[src/rtl/id_ex_stage_if.sv]
// ID->EX bundle: decode-side inputs and registered EX-side outputs.
// The decode side drives id_*, the stage drives ex_*.
interface id_ex_stage_if #(
   parameter int DATA_W = 32,
   parameter int REG_AW = 5
);
   logic              id_valid;
   logic              id_RegWrite;
   logic              id_RegDst;
   logic              id_ALUSrc;
   logic              id_Branch;
   logic              id_MemWrite;
   logic              id_MemtoReg;
   logic              id_jump;
   logic [3:0]        id_ALUControl;
   logic [REG_AW-1:0] id_rs;
   logic [REG_AW-1:0] id_rt;
   logic [REG_AW-1:0] id_rd;
   logic [DATA_W-1:0] id_rd1;
   logic [DATA_W-1:0] id_rd2;
   logic [DATA_W-1:0] id_imm;
   logic [DATA_W-1:0] id_pc4;

   logic              ex_valid;
   logic              ex_RegWrite;
   logic              ex_RegDst;
   logic              ex_ALUSrc;
   logic              ex_Branch;
   logic              ex_MemWrite;
   logic              ex_MemtoReg;
   logic              ex_jump;
   logic [3:0]        ex_ALUControl;
   logic [REG_AW-1:0] ex_rs;
   logic [REG_AW-1:0] ex_rt;
   logic [REG_AW-1:0] ex_rd;
   logic [REG_AW-1:0] ex_wreg;
   logic [DATA_W-1:0] ex_rd1;
   logic [DATA_W-1:0] ex_rd2;
   logic [DATA_W-1:0] ex_imm;
   logic [DATA_W-1:0] ex_pc4;

   modport master (
      output id_valid, id_RegWrite, id_RegDst, id_ALUSrc,
      output id_Branch, id_MemWrite, id_MemtoReg, id_jump,
      output id_ALUControl, id_rs, id_rt, id_rd,
      output id_rd1, id_rd2, id_imm, id_pc4,
      input  ex_valid, ex_RegWrite, ex_RegDst, ex_ALUSrc,
      input  ex_Branch, ex_MemWrite, ex_MemtoReg, ex_jump,
      input  ex_ALUControl, ex_rs, ex_rt, ex_rd, ex_wreg,
      input  ex_rd1, ex_rd2, ex_imm, ex_pc4
   );

   modport slave (
      input  id_valid, id_RegWrite, id_RegDst, id_ALUSrc,
      input  id_Branch, id_MemWrite, id_MemtoReg, id_jump,
      input  id_ALUControl, id_rs, id_rt, id_rd,
      input  id_rd1, id_rd2, id_imm, id_pc4,
      output ex_valid, ex_RegWrite, ex_RegDst, ex_ALUSrc,
      output ex_Branch, ex_MemWrite, ex_MemtoReg, ex_jump,
      output ex_ALUControl, ex_rs, ex_rt, ex_rd, ex_wreg,
      output ex_rd1, ex_rd2, ex_imm, ex_pc4
   );
endinterface

[src/rtl/id_ex_stage.sv]
// ID->EX pipeline register with load-use hazard detection,
// bubble insertion, flush/stall handling and a bubble counter.
module id_ex_stage #(
   parameter int DATA_W = 32,
   parameter int REG_AW = 5,
   parameter int CNT_W  = 16
) (
   input  logic             clk,
   input  logic             rst_n,
   id_ex_stage_if.slave     bus,
   input  logic             flush,
   input  logic             ex_stall,
   output logic             hazard_stall,
   output logic             load_use,
   output logic [CNT_W-1:0] bubble_cnt
);

   typedef struct packed {
      logic              valid;
      logic              regwrite;
      logic              regdst;
      logic              alusrc;
      logic              branch;
      logic              memwrite;
      logic              memtoreg;
      logic              jump;
      logic [3:0]        aluc;
      logic [REG_AW-1:0] rs;
      logic [REG_AW-1:0] rt;
      logic [REG_AW-1:0] rd;
      logic [REG_AW-1:0] wreg;
      logic [DATA_W-1:0] rd1;
      logic [DATA_W-1:0] rd2;
      logic [DATA_W-1:0] imm;
      logic [DATA_W-1:0] pc4;
   } id_ex_t;

   id_ex_t            cur;
   id_ex_t            nxt;
   logic              uses_rt;
   logic              hit_rs;
   logic              hit_rt;
   logic              sel_bub;
   logic              sel_hold;
   logic              sel_cap;
   logic              bump;
   logic [REG_AW-1:0] wreg_d;

   assign uses_rt = bus.id_RegDst | bus.id_MemWrite
                  | bus.id_Branch;
   assign wreg_d  = bus.id_RegDst ? bus.id_rd : bus.id_rt;

   assign hit_rs  = cur.wreg == bus.id_rs;
   assign hit_rt  = uses_rt & (cur.wreg == bus.id_rt);

   assign load_use = bus.id_valid & cur.valid
                   & cur.memtoreg & cur.regwrite
                   & (cur.wreg != '0)
                   & (hit_rs | hit_rt);

   assign hazard_stall = ex_stall | (load_use & ~flush);

   // Mutually exclusive update selects, flush highest priority.
   assign sel_bub  = flush
                   | (~ex_stall & (load_use | ~bus.id_valid));
   assign sel_hold = ~flush & ex_stall;
   assign sel_cap  = ~flush & ~ex_stall & ~load_use
                   & bus.id_valid;

   assign bump = ~flush & ~ex_stall & load_use;

   // Next EX contents: bubble, hold or capture the decode slot.
   always_comb begin
      nxt = cur;
      unique case (1'b1)
         sel_bub: begin
            nxt.valid    = 1'b0;
            nxt.regwrite = 1'b0;
            nxt.memwrite = 1'b0;
            nxt.memtoreg = 1'b0;
            nxt.branch   = 1'b0;
            nxt.jump     = 1'b0;
         end
         sel_hold: nxt = cur;
         sel_cap: begin
            nxt.valid    = 1'b1;
            nxt.regwrite = bus.id_RegWrite;
            nxt.regdst   = bus.id_RegDst;
            nxt.alusrc   = bus.id_ALUSrc;
            nxt.branch   = bus.id_Branch;
            nxt.memwrite = bus.id_MemWrite;
            nxt.memtoreg = bus.id_MemtoReg;
            nxt.jump     = bus.id_jump;
            nxt.aluc     = bus.id_ALUControl;
            nxt.rs       = bus.id_rs;
            nxt.rt       = bus.id_rt;
            nxt.rd       = bus.id_rd;
            nxt.wreg     = wreg_d;
            nxt.rd1      = bus.id_rd1;
            nxt.rd2      = bus.id_rd2;
            nxt.imm      = bus.id_imm;
            nxt.pc4      = bus.id_pc4;
         end
         default: nxt = cur;
      endcase
   end

   // EX register; reset discards the slot at once.
   always_ff @(posedge clk or negedge rst_n) begin
      if (!rst_n) begin
         cur <= '0;
      end else begin
         cur <= nxt;
      end
   end

   // Saturating count of load-use bubbles.
   always_ff @(posedge clk or negedge rst_n) begin
      if (!rst_n) begin
         bubble_cnt <= '0;
      end else if (bump && !(&bubble_cnt)) begin
         bubble_cnt <= bubble_cnt + CNT_W'(1);
      end
   end

   assign bus.ex_valid      = cur.valid;
   assign bus.ex_RegWrite   = cur.regwrite;
   assign bus.ex_RegDst     = cur.regdst;
   assign bus.ex_ALUSrc     = cur.alusrc;
   assign bus.ex_Branch     = cur.branch;
   assign bus.ex_MemWrite   = cur.memwrite;
   assign bus.ex_MemtoReg   = cur.memtoreg;
   assign bus.ex_jump       = cur.jump;
   assign bus.ex_ALUControl = cur.aluc;
   assign bus.ex_rs         = cur.rs;
   assign bus.ex_rt         = cur.rt;
   assign bus.ex_rd         = cur.rd;
   assign bus.ex_wreg       = cur.wreg;
   assign bus.ex_rd1        = cur.rd1;
   assign bus.ex_rd2        = cur.rd2;
   assign bus.ex_imm        = cur.imm;
   assign bus.ex_pc4        = cur.pc4;

endmodule

[src/flat_wrapper.sv]
// flat-port wrapper written by rule: the top's interface ports become plain ports
module id_ex_stage_flat 
#(
   parameter int DATA_W = 32,
   parameter int REG_AW = 5,
   parameter int CNT_W  = 16
)
  (clk, rst_n, flush, ex_stall, hazard_stall, load_use, bubble_cnt, bus_id_valid, bus_id_RegWrite, bus_id_RegDst, bus_id_ALUSrc, bus_id_Branch, bus_id_MemWrite, bus_id_MemtoReg, bus_id_jump, bus_id_ALUControl, bus_id_rs, bus_id_rt, bus_id_rd, bus_id_rd1, bus_id_rd2, bus_id_imm, bus_id_pc4, bus_ex_valid, bus_ex_RegWrite, bus_ex_RegDst, bus_ex_ALUSrc, bus_ex_Branch, bus_ex_MemWrite, bus_ex_MemtoReg, bus_ex_jump, bus_ex_ALUControl, bus_ex_rs, bus_ex_rt, bus_ex_rd, bus_ex_wreg, bus_ex_rd1, bus_ex_rd2, bus_ex_imm, bus_ex_pc4);
  id_ex_stage_if #(.DATA_W(DATA_W), .REG_AW(REG_AW)) bus_i ();
  input  logic clk;
  input  logic rst_n;
  input  logic flush;
  input  logic ex_stall;
  output logic hazard_stall;
  output logic load_use;
  output logic [CNT_W-1:0] bubble_cnt;
  input wire logic [$bits(bus_i.id_valid)-1:0] bus_id_valid;
  input wire logic [$bits(bus_i.id_RegWrite)-1:0] bus_id_RegWrite;
  input wire logic [$bits(bus_i.id_RegDst)-1:0] bus_id_RegDst;
  input wire logic [$bits(bus_i.id_ALUSrc)-1:0] bus_id_ALUSrc;
  input wire logic [$bits(bus_i.id_Branch)-1:0] bus_id_Branch;
  input wire logic [$bits(bus_i.id_MemWrite)-1:0] bus_id_MemWrite;
  input wire logic [$bits(bus_i.id_MemtoReg)-1:0] bus_id_MemtoReg;
  input wire logic [$bits(bus_i.id_jump)-1:0] bus_id_jump;
  input wire logic [$bits(bus_i.id_ALUControl)-1:0] bus_id_ALUControl;
  input wire logic [$bits(bus_i.id_rs)-1:0] bus_id_rs;
  input wire logic [$bits(bus_i.id_rt)-1:0] bus_id_rt;
  input wire logic [$bits(bus_i.id_rd)-1:0] bus_id_rd;
  input wire logic [$bits(bus_i.id_rd1)-1:0] bus_id_rd1;
  input wire logic [$bits(bus_i.id_rd2)-1:0] bus_id_rd2;
  input wire logic [$bits(bus_i.id_imm)-1:0] bus_id_imm;
  input wire logic [$bits(bus_i.id_pc4)-1:0] bus_id_pc4;
  output wire logic [$bits(bus_i.ex_valid)-1:0] bus_ex_valid;
  output wire logic [$bits(bus_i.ex_RegWrite)-1:0] bus_ex_RegWrite;
  output wire logic [$bits(bus_i.ex_RegDst)-1:0] bus_ex_RegDst;
  output wire logic [$bits(bus_i.ex_ALUSrc)-1:0] bus_ex_ALUSrc;
  output wire logic [$bits(bus_i.ex_Branch)-1:0] bus_ex_Branch;
  output wire logic [$bits(bus_i.ex_MemWrite)-1:0] bus_ex_MemWrite;
  output wire logic [$bits(bus_i.ex_MemtoReg)-1:0] bus_ex_MemtoReg;
  output wire logic [$bits(bus_i.ex_jump)-1:0] bus_ex_jump;
  output wire logic [$bits(bus_i.ex_ALUControl)-1:0] bus_ex_ALUControl;
  output wire logic [$bits(bus_i.ex_rs)-1:0] bus_ex_rs;
  output wire logic [$bits(bus_i.ex_rt)-1:0] bus_ex_rt;
  output wire logic [$bits(bus_i.ex_rd)-1:0] bus_ex_rd;
  output wire logic [$bits(bus_i.ex_wreg)-1:0] bus_ex_wreg;
  output wire logic [$bits(bus_i.ex_rd1)-1:0] bus_ex_rd1;
  output wire logic [$bits(bus_i.ex_rd2)-1:0] bus_ex_rd2;
  output wire logic [$bits(bus_i.ex_imm)-1:0] bus_ex_imm;
  output wire logic [$bits(bus_i.ex_pc4)-1:0] bus_ex_pc4;
  assign bus_i.id_valid = bus_id_valid;
  assign bus_i.id_RegWrite = bus_id_RegWrite;
  assign bus_i.id_RegDst = bus_id_RegDst;
  assign bus_i.id_ALUSrc = bus_id_ALUSrc;
  assign bus_i.id_Branch = bus_id_Branch;
  assign bus_i.id_MemWrite = bus_id_MemWrite;
  assign bus_i.id_MemtoReg = bus_id_MemtoReg;
  assign bus_i.id_jump = bus_id_jump;
  assign bus_i.id_ALUControl = bus_id_ALUControl;
  assign bus_i.id_rs = bus_id_rs;
  assign bus_i.id_rt = bus_id_rt;
  assign bus_i.id_rd = bus_id_rd;
  assign bus_i.id_rd1 = bus_id_rd1;
  assign bus_i.id_rd2 = bus_id_rd2;
  assign bus_i.id_imm = bus_id_imm;
  assign bus_i.id_pc4 = bus_id_pc4;
  assign bus_ex_valid = bus_i.ex_valid;
  assign bus_ex_RegWrite = bus_i.ex_RegWrite;
  assign bus_ex_RegDst = bus_i.ex_RegDst;
  assign bus_ex_ALUSrc = bus_i.ex_ALUSrc;
  assign bus_ex_Branch = bus_i.ex_Branch;
  assign bus_ex_MemWrite = bus_i.ex_MemWrite;
  assign bus_ex_MemtoReg = bus_i.ex_MemtoReg;
  assign bus_ex_jump = bus_i.ex_jump;
  assign bus_ex_ALUControl = bus_i.ex_ALUControl;
  assign bus_ex_rs = bus_i.ex_rs;
  assign bus_ex_rt = bus_i.ex_rt;
  assign bus_ex_rd = bus_i.ex_rd;
  assign bus_ex_wreg = bus_i.ex_wreg;
  assign bus_ex_rd1 = bus_i.ex_rd1;
  assign bus_ex_rd2 = bus_i.ex_rd2;
  assign bus_ex_imm = bus_i.ex_imm;
  assign bus_ex_pc4 = bus_i.ex_pc4;
  id_ex_stage #(.DATA_W(DATA_W), .REG_AW(REG_AW), .CNT_W(CNT_W)) u_core (.clk(clk), .rst_n(rst_n), .bus(bus_i), .flush(flush), .ex_stall(ex_stall), .hazard_stall(hazard_stall), .load_use(load_use), .bubble_cnt(bubble_cnt));
endmodule
[config.mk]
export PLATFORM = sky130hd
export DESIGN_NAME = id_ex_stage_flat
export DESIGN_NICKNAME = d
export VERILOG_FILES = /design/src/rtl/id_ex_stage_if.sv /design/src/rtl/id_ex_stage.sv /design/src/flat_wrapper.sv
export SDC_FILE = /design/constraint.sdc
export NUM_CORES = 1
export LEC_CHECK = 0
export CAP_MARGIN = 40
export CORE_UTILIZATION = 23
export DETAILED_ROUTE_END_ITERATION = 8
export SKIP_LAST_GASP = 1
export SLEW_MARGIN = 40
export SYNTH_ARGS = -nofsm -noshare
export SYNTH_HDL_FRONTEND = slang
export SYNTH_SLANG_ARGS = --single-unit
[constraint.sdc]
create_clock -name clk -period 4.42 [get_ports clk]
set_input_delay 1.326 -clock clk [delete_from_list [all_inputs] [get_ports clk]]
set_output_delay 1.326 -clock clk [all_outputs]
set_load 0.03 [all_outputs]
# Yosys cells after proc, flatten, opt, wreduce, memory -nomap -nowiden
# Cells that the tools add are included.
# classes
n_addsub	1
n_eq_ne	2
mux	3
n_reduce_logical	5
bitwise_logic	22
# ops
cell	count
16-bit by 1-bit adder with 16-bit output, second input constant	1
16-bit AND reduction	1
1-bit AND	12
5-bit == test	2
4-bit one-hot mux with 2 select lines	1
1-bit OR	6
5-bit 2-to-1 mux	1
5-bit nonzero test	1
1-bit inverter	4
2-bit one-hot mux with 2 select lines	1
2-bit nonzero test	1
1-bit logical AND	1
1-bit logical NOT	1
# totals
ff_bits	176
word_cells	51
output_inout_bits	178
input_bits	159

# Depth between registers and ports, before layout
# depth
word_depth	9
mapped_depth	7
mapped_depth_nobuf	6

# Worst setup path after synthesis
# Ideal clock, no wire load.
# synth_path
path_type	input -> output
start	in bus_id_rt[1]
end	out hazard_stall
t_arrival_ns	2.549
slack_ns	0.545
required_time_ns	3.094
cell_stages	5
cell_sequence	xnor2_1 -> nand4_1 -> o22ai_4 -> and2_1 -> a21o_1
# synth_via
elab_chain_len	6
# synth_rtl
element	line	source
from (decl)	flat_wrapper.sv:27	input wire logic [$bits(bus_i.id_rt)-1:0] bus_id_rt;
5-bit == test	id_ex_stage.sv:54	assign hit_rt = uses_rt & (cur.wreg == bus.id_rt);
1-bit AND	id_ex_stage.sv:54	
1-bit OR	id_ex_stage.sv:59	& (hit_rs | hit_rt);
1-bit AND	id_ex_stage.sv:59	
via load_use	flat_wrapper.sv:15	output logic load_use;
1-bit AND	id_ex_stage.sv:61	assign hazard_stall = ex_stall | (load_use & ~flush);
1-bit OR	id_ex_stage.sv:61	
to (decl)	flat_wrapper.sv:14	output logic hazard_stall;
# The timed path passes the listed nets, and every way through them passes these cells.

# Worst setup path in the final report
# layout_path
start	in bus_id_rt[4]
end	out hazard_stall
# layout_via
elab_chain_len	6
# layout_rtl
element	line
5-bit == test	id_ex_stage.sv:54
1-bit AND	id_ex_stage.sv:54
1-bit OR	id_ex_stage.sv:59
1-bit AND	id_ex_stage.sv:59
1-bit AND	id_ex_stage.sv:61
1-bit OR	id_ex_stage.sv:61
# No other way between the ends.

==> metrics.txt <==
outcome complete, no violations; FFs w/ async S/R, synth 100%; Post-Layout Inst Area 11,500 um2; post-cts resize count 0; Die Y-Extent 176 um; Seq cells post-synth 176; Avg WL per Cell 16.6 um; critical path required time 3.09 ns; met2 usage 20.9%; Remaining DRCs 0; met1 GRT Util 15.5%; PwrDens 469 nW/um2; Setup crit start kind input pin; IO Count 337; clk buf depth 2; Clock Pin Slew Worst Setup and Hold Paths 0.06 ns; post-CTS setup buffer count 0; Cells after Synth 450; drt total wl 19,800 um; # diodes 0; CTS tree built; top cells by area, synth dfrtp_1 (63%), mux2_1 (15%), mux2_2 (11%); Post-DP HPWL 14,300 um; vias in the first global route 5,135; fin crit period 4.24 ns; routability cong. 0.735; CP endpoint kind primary output; Final ANT Viol Nets 0; RSZ-0062 raised after global routing false; Largest stage delay, worst path 0.47 ns; Mapped Avg Cell Area 15.5 um2; Crit path buffers/inverters 2; gr ovfl total 0; met3 global-route usage 5.17%; clock skew 0.0124 ns; Max Slew Vio Count 0; headroom to the max-slew limit 51.9%; Setup-failing EPs final 0; clock sink count 176; Num CTS Buffers 17; initial detailed-routing violation count 163; First-pass DRT Iterations 4; Fin. Hold Viols 0; worst-path cell chain clkdlybuf4s50_1 > xnor2_1 > nand4_1 > o22ai_4 > and2_1 > a21o_1 > buf_12; die area 31,000 um2; period utilization 96.0%; # Max-Cap Violations 0; P&R area growth vs syn 64.7%; gr busiest metal met2; post-synthesis sequential area ratio 63.1%; largest net degree at the start of global routing 91; delay-heaviest family, CP buffers and inverters; Max Fclk 0.236 GHz; clk_lat worst skew 0.43 ns; Distinct cells, synth 27; total track usage 12.8%; Critical Setup Path Class in2out; crit path DAT 2.92 ns; Max IR drop VDD 0.000206 V; Buffers on Ports 336; Static Leak 4.63 nW; share of post-route cells with drive strength above 1 13.8%; Yosys top cell by area dfrtp_1; nets 953; H-tree depth 4; most numerous cell in the Yosys netlist dfrtp_1; CP max-delay cell clkdlybuf4s50_1; Commonest cells post-synth dfrtp_1 (176), mux2_1 (94), mux2_2 (66); initial antenna violation count 0; HP Class reg2reg; core area 29,700 um2; setup TNS 0 ns; Worst-Margin Slew 0.722 ns; EDFF count, synth 0; power consumption 5.39 mW; initial core utilization 23.5%; Hold Buf Count CTS 0; Row Count 63; root buf cell clkbuf_16; share of the synthesized area in the top cell type 63.1%; Via density 4.17; Synth Flop Type dfrtp_1; Syn Std Cell Area 6980 um2; Vias 4,985; first-pass GRT wire length 30,200 um; largest fanout on the critical path 3; Die W 176 um; Post-Place Cell Area 10,800 um2; Synth Warn # 0; syn_nets 610
==> metrics by stage <==
step	utilization (%)	hold WS, ns	cells	setup slack (ns)
2_1_floorplan	-	0.664	450	0.545
6_report	38.7	0.483	1196	0.177
4_1_cts	38.7	0.488	1196	0.0824
3_5_place_dp	36.4	0.474	1164	0.104
3_3_place_gp	36.4	0.466	1164	0.108
5_1_grt	38.7	0.500	1196	0.0152
==> registers in the layout, summed over array words and instances, names as in the netlist <==
name,cells
u_core.bus.ex_rt,5
u_core.bus.ex_ALUSrc,1
u_core.bus.ex_RegWrite,1
u_core.bus.ex_RegDst,1
u_core.bus.ex_MemtoReg,1
u_core.bus.ex_MemWrite,1
u_core.bubble_cnt,16
u_core.bus.ex_rd2,32
u_core.bus.ex_wreg,5
u_core.bus.ex_rd,5
u_core.bus.ex_jump,1
u_core.bus.ex_rs,5
u_core.bus.ex_valid,1
u_core.bus.ex_rd1,32
u_core.bus.ex_Branch,1
u_core.bus.ex_pc4,32
u_core.bus.ex_imm,32
u_core.bus.ex_ALUControl,4
==> kinds of logic after synthesis <==
logic type      count (synthesis)  synth area share, %
flops                         176                 63.1
buf+inv                        22                 1.90
fa+ha+maj                       1                0.179
mux                           160                 25.8
simple gates                   53                 4.03
compound gates                 13                 1.81
xor+xnor                       25                 3.14
==> placed cells by master, fill, tap and decap left out, drive strengths merged <==
cell type / n
nand4: 13
inv: 1
clkdlybuf4s50: 333
and3: 3
dfrtp: 176
o31ai: 1
o22ai: 1
xnor2: 25
nor4: 1
nor3: 5
a21oi: 2
clkbuf: 23
bufinv: 5
buf: 12
a22o: 5
nand3: 11
nor2: 7
and4: 1
mux2: 160
and2: 1
a21o: 3
nand2: 8
clkinv: 4
ha: 1
a31oi: 1
nor2b: 1
nand4b: 2
==> area by class of cell <==
cell class,count,area (um2)
Sequential cell,176,4400
Fill cell,2854,18200
Multi-Input combinational cell,252,2440
Clock inverter,9,178
Timing Repair Buffer,345,3490
Clock buffer,23,488
Tap cell,390,488
Inverter,1,3.75
==> layer usage <==
layer  part of all wire (%)  vias to the layer above
met5                      0                        -
met4                   0.82                        0
met3                    9.9                       10
met2                     47                      233
met1                     42                     2456
li1                       -                     2286
==> worst paths after layout <==
| path | from | to | slack [ns] | depth (start not counted) |
|---|---|---|---|---|
| worst max-delay path | bus_id_rt[4] | hazard_stall | 0.18 | 7 |
| worst min-delay path | u_core.bus.ex_imm[30] | u_core.bus.ex_imm[30] | 0.48 | 1 |
| worst max register to register | u_core.bus.ex_wreg[0] | u_core.bus.ex_ALUControl[3] | 2.07 | 6 |
| worst min register to register | u_core.bus.ex_imm[30] | u_core.bus.ex_imm[30] | 0.48 | 1 |
| max in group asynchronous | rst_n | u_core.bus.ex_rd2[15] | 2.74 | 2 |
| min in group asynchronous | rst_n | u_core.bus.ex_pc4[9] | 0.92 | 1 |
==> where the power goes <==
part	internal, mW	switching (mW)
clock	1.07	0.653
sequential	1.88	0.144
combinational	0.777	0.873
No activity file was read; power rests on OpenSTA's default activity.
